### config.mk
export PLATFORM = sky130hd
export DESIGN_NAME = serial_subtractor_ctrl
export DESIGN_NICKNAME = d
export VERILOG_FILES = /design/src/rtl/serial_sub_pkg.sv /design/src/rtl/fs_cell.sv /design/src/rtl/serial_subtractor_ctrl.sv
export SDC_FILE = /design/constraint.sdc
export NUM_CORES = 1
export LEC_CHECK = 0
export CORE_UTILIZATION = 45
export DETAILED_ROUTE_END_ITERATION = 10
export PLACE_DENSITY = 0.69
export SLEW_MARGIN = 20
export SYNTH_ARGS = -nofsm -noshare
export SYNTH_HDL_FRONTEND = slang
export SYNTH_SLANG_ARGS = --single-unit
### constraint.sdc
create_clock -name clk -period 2.2 [get_ports clk]
set_input_delay 0.22 -clock clk [delete_from_list [all_inputs] [get_ports clk]]
set_output_delay 0.22 -clock clk [all_outputs]
set_load 0.01 [all_outputs]
### src/rtl/serial_sub_pkg.sv
// rtl/serial_sub_pkg.sv - shared types and constants for the bit-serial subtractor
package serial_sub_pkg;

  // Operand width used when the instantiating design does not override WIDTH
  localparam int SUB_WIDTH_DEFAULT = 8;

  // Controller states: wait for start, shift one bit per cycle, present result
  typedef enum logic [1:0] {
    IDLE = 2'd0,
    RUN  = 2'd1,
    DONE = 2'd2
  } sub_state_t;

endpackage

### src/rtl/fs_cell.sv
// rtl/fs_cell.sv - one-bit full subtractor (combinational)
module fs_cell (
  input  logic a,
  input  logic b,
  input  logic bin,
  output logic d,
  output logic bout
);

  // Difference bit and borrow-out of a - b - bin
  always_comb begin
    d    = a ^ b ^ bin;
    bout = (~a & b) | (~(a ^ b) & bin);
  end

endmodule

### src/rtl/serial_subtractor_ctrl.sv
// rtl/serial_subtractor_ctrl.sv - bit-serial a-b controller; optional ovf output under SERIAL_SUB_OVF_EN
module serial_subtractor_ctrl
  import serial_sub_pkg::*;
#(
  parameter int WIDTH = SUB_WIDTH_DEFAULT
) (
  input  logic             clk,
  input  logic             rst_n,
  input  logic             start,
  input  logic [WIDTH-1:0] a,
  input  logic [WIDTH-1:0] b,
  output logic             busy,
  output logic             done,
  output logic [WIDTH-1:0] diff,
`ifdef SERIAL_SUB_OVF_EN
  output logic             ovf,
`endif
  output logic             borrow
);

  // Counter must hold the value WIDTH without wrapping
  localparam int CW = $clog2(WIDTH + 1);
  localparam logic [CW-1:0] LAST_STEP = CW'(WIDTH - 1);

  sub_state_t       state;
  logic [WIDTH-1:0] sa;
  logic [WIDTH-1:0] sb;
  logic [WIDTH-1:0] res;
  logic [CW-1:0]    cnt;
  logic             br;
  logic             step_d;
  logic             step_bout;

`ifdef SERIAL_SUB_OVF_EN
  // Operand sign bits are shifted away during RUN, so keep copies for ovf
  logic             a_sign;
  logic             b_sign;
`endif

  // Single full-subtract cell working on the current LSBs and the borrow flop
  fs_cell u_fs_cell (
    .a    (sa[0]),
    .b    (sb[0]),
    .bin  (br),
    .d    (step_d),
    .bout (step_bout)
  );

  // Controller FSM with all outputs registered; results change only on entry to DONE
  always_ff @(posedge clk or negedge rst_n) begin
    if (!rst_n) begin
      state  <= IDLE;
      sa     <= '0;
      sb     <= '0;
      res    <= '0;
      cnt    <= '0;
      br     <= 1'b0;
      busy   <= 1'b0;
      done   <= 1'b0;
      diff   <= '0;
      borrow <= 1'b0;
`ifdef SERIAL_SUB_OVF_EN
      a_sign <= 1'b0;
      b_sign <= 1'b0;
      ovf    <= 1'b0;
`endif
    end else begin
      done <= 1'b0;
      case (state)
        IDLE: begin
          if (start) begin
            sa    <= a;
            sb    <= b;
            res   <= '0;
            cnt   <= '0;
            br    <= 1'b0;
            busy  <= 1'b1;
            state <= RUN;
`ifdef SERIAL_SUB_OVF_EN
            a_sign <= a[WIDTH-1];
            b_sign <= b[WIDTH-1];
`endif
          end
        end
        RUN: begin
          sa  <= sa >> 1;
          sb  <= sb >> 1;
          res <= {step_d, res[WIDTH-1:1]};
          br  <= step_bout;
          cnt <= cnt + CW'(1);
          if (cnt == LAST_STEP) begin
            // Final bit: publish the full result in the same edge
            diff   <= {step_d, res[WIDTH-1:1]};
            borrow <= step_bout;
            busy   <= 1'b0;
            done   <= 1'b1;
            state  <= DONE;
`ifdef SERIAL_SUB_OVF_EN
            ovf    <= (a_sign ^ b_sign) & (step_d ^ a_sign);
`endif
          end
        end
        DONE: begin
          state <= IDLE;
        end
        default: begin
          state <= IDLE;
          busy  <= 1'b0;
        end
      endcase
    end
  end

endmodule
# [Word-level counts from Yosys, hierarchy flattened]
# Index checks and enable logic that the tools add are counted.
[totals] out_inout_bits=11 regBits=42 word_cells=48 input_bits=19
[op_classes] n_eq_ne=5 n_mux=18 addsub=1 bitwise=8 reduce_logical=6
[op_table] cell="8-bit case mux with 2 select lines" count=3
[op_table] cell="8-bit 2-to-1 mux" count=3
[op_table] cell="4-bit case mux with 2 select lines" count=1
[op_table] cell="2-bit AND reduction" count=3
[op_table] cell="1-bit 2-to-1 mux" count=5
[op_table] cell="4-bit by 1-bit adder with 4-bit output, second input constant" count=1
[op_table] cell="4-bit by 3-bit equality test with 1-bit output, second input constant" count=1
[op_table] cell="2-bit 2-to-1 mux" count=2
[op_table] cell="4-bit 2-to-1 mux" count=1
[op_table] cell="2-bit != test, second input constant" count=2
[op_table] cell="2-bit case mux with 2 select lines" count=1
[op_table] cell="1-bit inverter" count=3
[op_table] cell="1-bit case mux with 3 select lines" count=1
[op_table] cell="3-bit AND reduction" count=1
[op_table] cell="1-bit bitwise AND" count=2
[op_table] cell="2-bit by 1-bit equality test with 1-bit output, second input constant" count=1
[op_table] cell="2-bit equality test, second input constant" count=1
[op_table] cell="2-bit logical NOT" count=1
[op_table] cell="1-bit case mux with 2 select lines" count=1
[op_table] cell="2-bit nonzero test" count=1
[op_table] cell="1-bit bitwise XOR" count=2
[op_table] cell="1-bit bitwise OR" count=1

# [Depth between registers and ports, before layout]
# Gate-level depths: netlist of the first run.
[logic_depth] word_depth=5 depth_mapped=5 mapped_depth_nobuf=4

# [Modules after synthesis]
# A second synthesis of the first run with hierarchy kept.
[unflattened] hier_cells=159 area_unflattened_um2=1811.7
[modules_own_cells] mod="serial_subtractor_ctrl" area_per_inst_um2=1780.5 seq_area_each_um2=1026.0 n_inst=1 cells_each=155
[modules_own_cells] mod="fs_cell" area_per_inst_um2=31.3 seq_area_each_um2=0.0 n_inst=1 cells_each=4

# [Worst setup path before layout of the first run]
# Ideal clock, no wire load.
[synth_path] kind="flip-flop to flip-flop" startpoint="register cnt[0]" endpoint="register diff[0]" t_arrival_ps=1336 stages_incl_launch_ff=5 slack_ps=739 synth_period_minus_slack_ps=1461 required_time_ps=2075 path_buffers=0 setup_time_ps=125 cell_sequence="dfrtp_1 > ha_1 > nand2_1 > nor3_4 > mux2_2"
[synth_via] elab_chain_len=2
[synth_lines] element="start: declaration" line="serial_subtractor_ctrl.sv:29" rtl="logic [CW-1:0] cnt;"
[synth_lines] element="start signal: assignment" line="serial_subtractor_ctrl.sv:90" rtl="cnt <= cnt + CW'(1);"
[synth_lines] element="4-bit by 3-bit equality test with 1-bit output" line="serial_subtractor_ctrl.sv:91" rtl="if (cnt == LAST_STEP) begin"
[synth_lines] element="2-bit AND reduction (no line)"
[synth_lines] element="end signal: assignment" line="serial_subtractor_ctrl.sv:93" rtl="diff <= {step_d, res[WIDTH-1:1]};"
[synth_lines] element="end: declaration" line="serial_subtractor_ctrl.sv:14" rtl="output logic [WIDTH-1:0] diff,"
# Every way passes these cells.
# A chain may end at the register's enable or synchronous reset.

# [Worst setup path after layout of the first run]
[layout_path] startpoint="register cnt[0]" endpoint="register diff[2]"
# The elaborated chain is that of the path after synthesis.

==> results of run 1 <==
metrics by stage:
step	power, uW	hold slack [ns]	setup WS (ns)	utilization	instances
3_5_place_dp	2270	0.399	0.551	0.578	234
5_1_grt	2950	0.114	0.421	0.601	241
4_1_cts	2760	0.0825	0.536	0.601	241
3_3_place_gp	2230	0.385	0.621	0.578	234
6_report	2740	0.0503	0.557	0.601	241
2_1_floorplan	1860	-0.0756	0.739	-	159
flip-flops by register name, summed over array words and instances (netlist names):
register  cells
cnt           4
done          1
state         2
sa            8
diff          8
borrow        1
sb            8
br            1
busy          1
res           7
routing by layer:
metal,vias to the layer above,share of wire
li1,640,-
met4,0,0.0071
met5,-,0
met1,686,0.45
met2,50,0.49
met3,4,0.048
where the power goes:
part,internal [uW],switching [uW],leakage (uW)
sequential,1030,211,0.000528
clock,249,227,0.0000443
combinational,555,459,0.000397
total,1840,898,0.000969
cell usage in the layout, fill, tap and decap left out, types with 3 or more instances in the layout:
master / instances
a21oi_1: 16
a22o_1: 9
a22oi_1: 13
buf_4: 8
clkbuf_8: 6
clkdlybuf4s50_1: 28
dfrtp_1: 41
inv_1: 5
mux2_2: 9
nand2_1: 6
nor2_1: 3
nor2b_1: 16
o21ai_0: 16
cells by family (layout without fill, tap and decap cells):
kind of cell	count (synthesis)	count (layout)	synth area share
buf+inv	15	49	0.0354
flops	41	41	0.569
compound gates	61	61	0.215
fa+ha+maj	2	2	0.0180
mux	10	10	0.0617
simple gates	30	30	0.101
cell type report:
cell class              instances  area share
inverters                       5     0.00834
flip-flops and latches         41       0.456
multi-input cells             103       0.317
clock buffers                   7      0.0384
repair buffers                 37       0.153
well taps                      48      0.0267
worst paths after layout:
path	start	to	slack, ns	cells past startpoint
max in group asynchronous	rst_n	diff[0]$_DFFE_PN0P_	1.59	1
max	cnt[0]$_DFFE_PN0P_	diff[2]$_DFFE_PN0P_	0.56	4
min reg2reg	sb[4]$_DFFE_PN0P_	sb[4]$_DFFE_PN0P_	0.49	2
max reg2reg	cnt[0]$_DFFE_PN0P_	diff[2]$_DFFE_PN0P_	0.56	4
min in group clk	sb[4]$_DFFE_PN0P_	sb[4]$_DFFE_PN0P_	0.49	2
min	rst_n	diff[5]$_DFFE_PN0P_	0.05	1
==> summary.md, run 1 <==
| Metric | Value |
|---|---|
| Core Footprint | 3740 sq um |
| Top cell family by delay on the critical path | simple AND/OR/NAND/NOR gates |
| Status | complete, no violations |
| IO buf count | 29 |
| Final Slew Violations | 0 |
| Lkg Pwr | 0.000969 uW |
| Final Cell Area | 2250 sq um |
| Fin crit share | 0.747 |
| Count leader, synth | dfrtp_1 |
| GRT Total Usage | 0.194 |
| GR met3 Demand/Resource | 0.0590 |
| Layout area overhead | 24.8% |
| CTS root buf | clkbuf_8 |
| Largest net degree at the start of global routing | 42 |
| First-pass GRT wire length | 6.17 mm |
| Number of synthesized flops with an enable pin | 0 |
| Endpoint class of the critical path | flip-flop |
| Die Ht | 65.3 um |
| H-tree depth | 2 |
| CTS Buf Count | 5 |
| Io pins | 30 |
| Post-synth ARST share | 1.00 |
| Post-CTS Setup Bufs | 0 |
| CP bufs+invs | 0 |
| Register area share after synthesis | 0.569 |
| Syn_nets | 180 |
| Gr ovfl total | 0 |
| Clk_lat worst skew | 0.28 ns |
| Number of synthesized register bits | 41 |
| Skew final | 0.00537 ns |
| RSZ-0062 raised after global routing | false |
| Synth area leaders | dfrtp_1, mux2_2, nor2b_1 |
| Synth Instances | 159 |
| Fmax | 0.609 GHz |
| Final Wtd Congestion | 0.833 |
| Dpl cell area | 2160 sq um |
| Storage element area | 1030 sq um |
| Finish-stage setup viols | 0 |
| Primary FF master, synth | dfrtp_1 |
| Layout cell share with drive strength beyond 1 | 0.135 |
| Post-route minimum period | 1.64 ns |
| Type of the worst setup path | reg2reg |
| Initial Utilization | 0.482 |
| Fillers | 329 |
| Clock Path Buffers | 2 |
| Final WL | 3.50 mm |
| Final HPWL DP | 2.41 mm |
| Vias in the first global route | 1302 |
| Required time worst endpoint | 2.37 ns |
| Max Cap Viol | 0 |
| CTS Sinks | 41 |
| Maximum VDD drop | 474 uV |
| Clock slew at the register clock pins of the worst setup and hold paths | 0.07 ns |
| Share of the synthesized area in the top cell type | 0.569 |
| Post-cts resize count | 0 |
| Met2 Use GR | 0.289 |
| Crit-path max FO | 10 |
| CTS tree | yes |
| Rel. slew slack | 0.413 |
| Floorplan row count | 22 |
| Met1 Usage GRT | 0.262 |
| Post-synth top area cell | dfrtp_1 |
| 1st-pass router iterations | 4 |
| DRC errors left | 0 |
| Crit path launch type | flip-flop |
| Setup_tns | 0 ns |
| Multi-input gate area | 714 sq um |
| Top cells by count, synth | dfrtp_1, a21oi_1, nor2b_1, o21ai_0, a22oi_1 |
| Antenna Cells | 0 |
| Slowest stage cell, crit path | dfrtp_1 |
| Detailed Route Iter0 Violations | 48 |
| Slew at the pin with the worst max-slew slack | 0.880 ns |
| Final ANT Viol Nets | 0 |
| Count of nets after finishing | 214 |
| DIE WIDTH | 65.3 um |
| Synth cell types | 28 |
| Initial antenna violation count | 0 |
| Final hold violation count | 0 |
| Syn avg cell area | 11.3 sq um |
| CP Data Arrival Time | 1.81 ns |
| Worst min-delay path class | in2async |
| Slowest cell delay on critical path | 0.41 ns |
| Via-to-Cell Ratio | 5.73 |
| WL/cell | 14.5 um |
| CTS Hold Buffers Added | 0 |
| Full die area | 4270 sq um |
| Grt peak-use layer | met2 |
| Power Dens Cells | 1220 nW/um^2 |
| Detailed-route via count | 1380 |
| CP Cell Sequence | ha_1, nand2_1, nor3_4, mux2_2 |
| Cell area after synthesis | 1800 sq um |
| Yosys warning count | 0 |
Note: power is estimated with default switching activity, not from simulation.
==> run 2, diff against run 1 <==
Settings changed: PLACE_DENSITY 0.69 to 0.72.
Clock period 2.2 ns to 1.5 ns, I/O delays scaled along.
==> run 2 against run 1 <==
  * Design area is 5.6% higher
  * Core utilization is 3.3 points higher
  * Total power is 59% higher
  * Combinational power is 64% higher
  * Worst setup slack worse by 0.51 ns
  * Register-to-register slack worse by 0.51 ns
  * First-iteration DRC count is 56% higher
  * Clock-buffer cell count is 2 lower
  * Maximum frequency is 13% higher
  * Sequential share of layout area is 2.4 points lower
  * Die area stayed put
  * Clock power is 77% higher
  * Critical endpoint is now diff[3]$_DFFE_PN0P_
  * Largest power group unchanged
  * Highest routed layer unchanged
==> summary.md, run 2 (synthesized netlist as in run 1, its figures left out) <==
| Metric | Value |
|---|---|
| Io pins | 30 |
| Clk_lat worst skew | 0.29 ns |
| Commonest cells after routing, fill and taps aside | dfrtp_1, clkdlybuf4s50_1, a21oi_1, nor2b_1, o21ai_0 |
| WL/cell | 15.0 um |
| Endpoint class of the critical path | flip-flop |
| Final ANT Viol Nets | 0 |
| Layout area overhead | 31.7% |
| Detailed Route Iter0 Violations | 75 |
| Final hold violation count | 0 |
| Floorplan row count | 22 |
| R2R Path Start | cnt[0]$_DFFE_PN0P_ |
| Full die area | 4270 sq um |
| CP Data Arrival Time | 1.63 ns |
| Fmax | 0.688 GHz |
| CTS tree | yes |
| Antenna Cells | 0 |
| Largest net degree at the start of global routing | 25 |
| Clock slew at the register clock pins of the worst setup and hold paths | 0.08 ns |
| Top cell family by delay on the critical path | flip-flops |
| DRC errors left | 0 |
| Worst R2R End | diff[3]$_DFFE_PN0P_ |
| Clock Path Buffers | 2 |
| Initial antenna violation count | 0 |
| Initial Utilization | 0.482 |
| Slowest stage cell, crit path | dfrtp_1 |
| First-pass GRT wire length | 6.31 mm |
| Skew final | 0.00941 ns |
| Core Footprint | 3740 sq um |
| Final HPWL DP | 2.60 mm |
| Largest registers | diff: 8 flops, sa: 8 flops, sb: 8 flops |
| Via-to-Cell Ratio | 5.62 |
| Count of nets after finishing | 222 |
| Worst min-delay path class | in2async |
| Vias in the first global route | 1342 |
| GRT Total Usage | 0.198 |
| Slowest cell delay on critical path | 0.42 ns |
| Maximum VDD drop | 717 uV |
| Required time worst endpoint | 1.68 ns |
| CP bufs+invs | 1 |
| Lkg Pwr | 0.00103 uW |
| CTS Buf Count | 5 |
| Reg2Reg Depth | 5 |
| Power Dens Cells | 1830 nW/um^2 |
| CTS root buf | clkbuf_8 |
| Post-route minimum period | 1.45 ns |
| Final Slew Violations | 0 |
| Detailed-route via count | 1399 |
| Layout cell share with drive strength beyond 1 | 0.179 |
| Slew at the pin with the worst max-slew slack | 0.445 ns |
| Final Wtd Congestion | 0.882 |
| Hold Slack | 0.329 ns |
| Type of the worst setup path | reg2reg |
| CTS Sinks | 41 |
| Final WL | 3.73 mm |
| Commonest non-fill, non-tap cell in the layout | dfrtp_1 |
| Max Cap Viol | 0 |
| Fillers | 308 |
| Fin crit share | 0.968 |
| Setup slack, reg-to-reg | 0.05 ns |
| Crit path launch type | flip-flop |
| Status | complete, no violations |
| Gr ovfl total | 0 |
| Rel. slew slack | 0.703 |
| DIE WIDTH | 65.3 um |
| H-tree depth | 2 |
| CP Cell Sequence | ha_4, nand2_4, nor3_4, buf_12, mux2_2 |
| Die Ht | 65.3 um |
| Core Util, Final | 0.635 |
| Finish-stage setup viols | 0 |
| IO buf count | 29 |
| 1st-pass router iterations | 4 |
| Crit-path max FO | 10 |
## run 2: changes by cell type in the layout (fill, tap and decap cells not counted)
cell,delta
ha_1,-1
buf_12,+2
clkbuf_1,-1
ha_4,+1
buf_4,+5
nand2_1,-1
clkinv_2,+1
clkbuf_8,-1
bufinv_16,+1
nand2_4,+1
dlygate4sd3_1,+1
## run 2: worst register-to-register path, stage by stage (launching register included)
cell and delay (ns):
dfrtp_1 0.42, ha_4 0.18, nand2_4 0.06, nor3_4 0.20, buf_12 0.15, mux2_2 0.34
## run 2: layout make-up
cell class                 instances  area (sq um)  share of cell area
timing repair buffer              45           433               0.182
multi-input combinational        103           734               0.309
sequential                        41          1030               0.432
clock inverter                     2          35.0              0.0147
clock buffer                       5          68.8              0.0290
tap                               48          60.1              0.0253
inverter                           5          18.8             0.00790
## run 2: worst max path at each step
| stage | startpoint | endpoint | slack, ns | cells past startpoint |
|---|---|---|---|---|
| after floorplan | cnt[0]$_DFFE_PN0P_ | diff[0]$_DFFE_PN0P_ | 0.04 | 4 |
| after global placement | cnt[0]$_DFFE_PN0P_ | diff[1]$_DFFE_PN0P_ | 0.13 | 5 |
| after detailed placement | cnt[1]$_DFFE_PN0P_ | diff[3]$_DFFE_PN0P_ | 0.08 | 5 |
| after CTS | cnt[0]$_DFFE_PN0P_ | diff[3]$_DFFE_PN0P_ | 0.06 | 5 |
| after global routing | cnt[0]$_DFFE_PN0P_ | diff[5]$_DFFE_PN0P_ | -0.02 | 5 |
| final | cnt[0]$_DFFE_PN0P_ | diff[3]$_DFFE_PN0P_ | 0.05 | 5 |
## run 2: layer usage
metal,share of wire,vias up,wire length (um),global-route usage
met3,0.062,2,232,0.0451
li1,-,655,-,-
met2,0.49,61,1830,0.311
met4,0.0038,0,14,0.0897
met5,0,-,0,0
met1,0.44,681,1650,0.261
## run 2: through the flow
step	total power (uW)	worst slack (ns)	setup TNS [ns]	area, sq um	std cells
2_1_floorplan	2720	0.0389	0	1800	159
3_3_place_gp	3340	0.134	0	2230	239
3_5_place_dp	3420	0.0807	0	2230	239
4_1_cts	4270	0.0589	0	2340	247
5_1_grt	4630	-0.0193	-0.0857	2380	249
6_report	4350	0.0473	0	2380	249
## run 2: power by group
part / switching, uW / internal, uW / total [uW]
combinational: 721 / 938 / 1660
clock: 361 / 484 / 844
sequential: 331 / 1520 / 1850
total: 1410 / 2940 / 4350
## run 2: timing repair
action | CTS | global route
hold buffers | 1 | 0
buffers inserted | 0 | 2
endpoints found under the setup margin | 0 | 8
hold endpoints to repair | 17 | 0
resized for setup | 0 | 4
==> edit 1, RTL diff (settings of run 2) <==
The 3 states of `sub_state_t` get a one-hot encoding in 3 bits.
--- a/src/rtl/serial_sub_pkg.sv
+++ b/src/rtl/serial_sub_pkg.sv
@@ -6,8 +6,8 @@
 
   // Controller states: wait for start, shift one bit per cycle, present result
-  typedef enum logic [1:0] {
-    IDLE = 2'd0,
-    RUN  = 2'd1,
-    DONE = 2'd2
+  typedef enum logic [2:0] {
+    IDLE = 3'b001,
+    RUN  = 3'b010,
+    DONE = 3'b100
   } sub_state_t;
 
Function: no difference found for any inputs over 10 cycles, from zero or initial values and one cycle with rst_n low; not proved beyond that.
==> edit 1 against run 2 <==
Total power fell by 17%. Routed wire length fell by 5.5%. Utilization rose by 0.17 points. Critical path depth did not move. Via count fell by 8.8%. Count of clock-buffer cells in the layout rose by 1. Synthesized area fell by 4.5%. Sequential cell count rose by 1. Final cell count fell by 6.0%. Worst hold slack improved by 0.10 ns. Setup slack got worse by 0.0075 ns. Design area fell by 1.9%. Largest cell class unchanged. Highest routed layer unchanged.
==> edit 1: results (changes against run 2) <==
[finish]
final_nets=206  ; was 222
drive_above_1_share_pct=23.7  ; was 17.9%
sh_seq_area_pct=45.2  ; was 43.2%
seq_cell_count=42  ; was 41
fin_util_pct=63.6  ; was 63.5%
buffers=48  ; was 45
final.clkbuf_count=6  ; was 5
n_all_inverters=2  ; was 5
multi_input_area_sq_um=657  ; was 734 sq um
nMultiInputCombCells=86  ; was 103
finalNonFillerCells=234  ; was 249
clock_area_share_pct=4.08  ; was 4.37%
fillers=288  ; was 308
nonClkBufAreaFrac_pct=19.7  ; was 18.2%

[cts]
cts_resized=2  ; was 0
clk_pin_slew_worst_paths_ns=0.08  ; about the same
post_cts_buffers=1  ; was 0

[global_route]
use_met1_pct=24.7  ; was 26.1%
globalRouteMet3Util_pct=3.75  ; was 4.51%
grt_util_met2_pct=31.6  ; was 31.1%
grt_pass1_vias=1241  ; was 1342
grt_max_degree=32  ; was 25
antenna_found_initial=0  ; unchanged
grt_pass1_wl_mm=5.89  ; was 6.31 mm
grtUsageTotal_pct=19.3  ; was 19.8%

[route]
wl_per_cell_microns=15.1  ; was 15.0 microns
dr_wl_met3_microns=122  ; was 232 microns
wl_met2_mm=1.84  ; was 1.83 mm
dr.first_iter.drc_count=57  ; was 75
vias_per_cell=5.45  ; was 5.62
wl_met1_mm=1.51  ; was 1.65 mm

[place]
pre_cts_slack_ns=-0.0844  ; was 0.0807 ns
hpwlAfterDp_mm=2.34  ; was 2.60 mm
io_buffers=29  ; unchanged
place_inst=220  ; was 239
placed_area_sq_um=2130  ; was 2230 sq um
place.gp.congestion=0.741  ; was 0.882

[outcome]
run_status=finished clean  ; unchanged

[sta]
fin_worst_skew_ns=0.00515  ; was 0.00941 ns
fin_hold_ws_ns=0.430  ; was 0.329 ns
worst_pin_slew_ns=0.670  ; was 0.445 ns
max_freq_mhz=685  ; was 688 MHz

[yosys]
syn_nets=160  ; was 180
synth_commonest_cells=dfrtp_1 (41), nor2_1 (15), o22ai_1 (14)  ; was dfrtp_1 (41), a21oi_1 (16), nor2b_1 (16), o21ai_0 (16), a22oi_1 (13)
netlist.area_leader.share_pct=59.5  ; was 56.9%
ys_warn_count=0  ; unchanged
syn_area_per_cell_sq_um=12.4  ; was 11.3 sq um
synth_area_leaders=dfrtp_1 (60%), mux2_2 (5.2%), a22o_1 (5.1%)  ; was dfrtp_1 (57%), mux2_2 (5.6%), nor2b_1 (5.5%)
ys_seq_area_share_pct=61.1  ; was 56.9%
ys_types=31  ; was 28

[power_and_ir_drop]
peakVddDrop_uv=936  ; was 717 uV
p_leak_nw=1.05  ; was 1.03 nW

[floorplan]
dieArea_sq_um=4080  ; was 4270 sq um

[critical_path]
crit_type=register to register  ; unchanged
cp_max_fo=4  ; was 10
rr_worst_depth=5  ; unchanged
critPathLaunch=cnt[1]$_DFFE_PN0P_  ; was cnt[0]$_DFFE_PN0P_
arrival_ns=1.64

-- edit 1: cell types whose count changed after synthesis, sizes merged, moves of 4 or more --
cell,delta
nor2,+13
clkbuf,-4
nor3,+11
o21ai,-15
nor2b,-16
a22oi,-13
a21oi,-15
buf,+4
o22ai,+13
-- edit 1: where the power goes --
part / switching [mW] / total (mW) / internal (mW)
Sequential: 0.183 / 1.62 / 1.44
Combinational: 0.621 / 1.23 / 0.609
Clock: 0.375 / 0.745 / 0.370
Total: 1.18 / 3.60 / 2.42
-- edit 1: kinds of logic (layout without fill, tap and decap cells) --
group	count (synthesis)	after routing	synth area share (%)
xor+xnor	1	1	0.508
buf+inv	12	58	3.99
flops	42	42	61.1
fa+ha+maj	2	2	1.89
mux	9	9	5.81
compound gates	32	32	13.4
simple gates	41	42	13.3
-- edit 1: critical path, cell delays in order, from the launching register on --
cell	delay, ns
dfrtp_1	0.42
ha_4	0.16
nand3b_1	0.08
buf_4	0.18
nor2_4	0.16
mux2_2	0.34
==> edit 2, RTL diff (flow settings as in run 2) <==
Made on the original files. Add a define of `SERIAL_SUB_OVF_EN`.
--- a/src/rtl/serial_subtractor_ctrl.sv
+++ b/src/rtl/serial_subtractor_ctrl.sv
@@ -1,3 +1,5 @@
 // rtl/serial_subtractor_ctrl.sv - bit-serial a-b controller; optional ovf output under SERIAL_SUB_OVF_EN
+`define SERIAL_SUB_OVF_EN
+
 module serial_subtractor_ctrl
   import serial_sub_pkg::*;
Formal check against the unedited RTL (old outputs only; new: ovf): equivalent (Yosys induction, for registers that start in step).
==> edit 2 against run 2 <==
Routed wire length grew 13%. Via count rose by 6.9%. Total power grew 7.2%. Setup slack lost 0.023 ns. Synthesized area increased by 10%. Critical path depth down 1. First-iteration DRC count rose by 9.3%. Design area rose by 7.6%. Sequential cell count increased by 3. Clock skew decreased by 0.0062 ns. Largest cell class unchanged.
==> edit 2: results (changes against run 2) <==
[yosys]
synth_area_leaders=dfrtp_1 (55%), mux2_4 (6.0%), a22oi_1 (4.9%)  ; was dfrtp_1 (57%), mux2_2 (5.6%), nor2b_1 (5.5%)
synth_fa_ha_area_share_pct=1.63  ; was 1.80%
synth_compound_area_share_pct=19.8  ; was 21.5%
synth_mux_area_share_pct=8.79  ; was 6.17%
syn_inst=170  ; was 159
synth_commonest_cells=dfrtp_1 (44), o21ai_0 (17), a21oi_1 (16)  ; was dfrtp_1 (41), a21oi_1 (16), nor2b_1 (16), o21ai_0 (16), a22oi_1 (13)
ys_types=30  ; was 28

[place]
hpwlAfterDp_mm=2.90  ; was 2.60 mm
io_buffers=30  ; was 29
place_inst=253  ; was 239
place.gp.congestion=0.772  ; was 0.882
pre_cts_slack_ns=-0.00324  ; was 0.0807 ns

[route]
dr.first_iter.drc_count=82  ; was 75
vias=1496  ; was 1399
vias_per_cell=5.65  ; was 5.62

[critical_path]
crit_end=ovf$_DFFE_PN0P_  ; was diff[3]$_DFFE_PN0P_
r2r_slack_ns=0.02  ; was 0.05 ns
worst_path_dominant_cell_family=adder cells  ; was flip-flops
crit_slowest_cell=fa_2  ; was dfrtp_1

[sta]
fin_crit_sh_pct=98.4  ; was 96.8%
max_slew_margin_pct=81.4  ; was 70.3%
fin_worst_skew_ns=0.00317  ; was 0.00941 ns
fin_hold_ws_ns=0.348  ; was 0.329 ns

[outcome]
run_status=finished clean  ; unchanged

[global_route]
grt_max_degree=45  ; was 25

[power_and_ir_drop]
p_clk_share_pct=15.0  ; was 19.4%
p_leak_nw=1.14  ; was 1.03 nW

[finish]
final_nets=236  ; was 222

==> edit 2: cell count changes after synthesis, moves of 3 or more <==
cell | before | now
buf_6 | 0 | 3
mux2_2 | 9 | 4
nor2b_1 | 16 | 12
mux2_4 | 0 | 8
and2b_1 | 0 | 5
dfrtp_1 | 41 | 44
==> edit 2: what timing repair did <==
action | CTS | global route
hold buffers | 1 | 0
setup buffers | 2 | 2
setup endpoints to repair | 7 | 9
pin swaps | 2 | 2
cloned | 0 | 0
resized for setup | 7 | 1
endpoints found under the hold margin | 44 | 0
==> edit 2: cell type report <==
type                       instances  share of cell area (%)
inverter                           5                   0.734
tap                               50                    2.45
sequential                        44                    43.1
clock inverter                     1                   0.196
multi-input combinational        110                    32.2
timing repair buffer              49                    18.5
clock buffer                       6                    2.84
==> edit 2: layer usage <==
metal	vias up	global-route usage (%)	part of all wire (%)
met4	0	8.59	1.7
met5	-	0	0
li1	708	-	-
met3	9	5.59	5.2
met1	734	27.5	45
met2	45	32.1	48
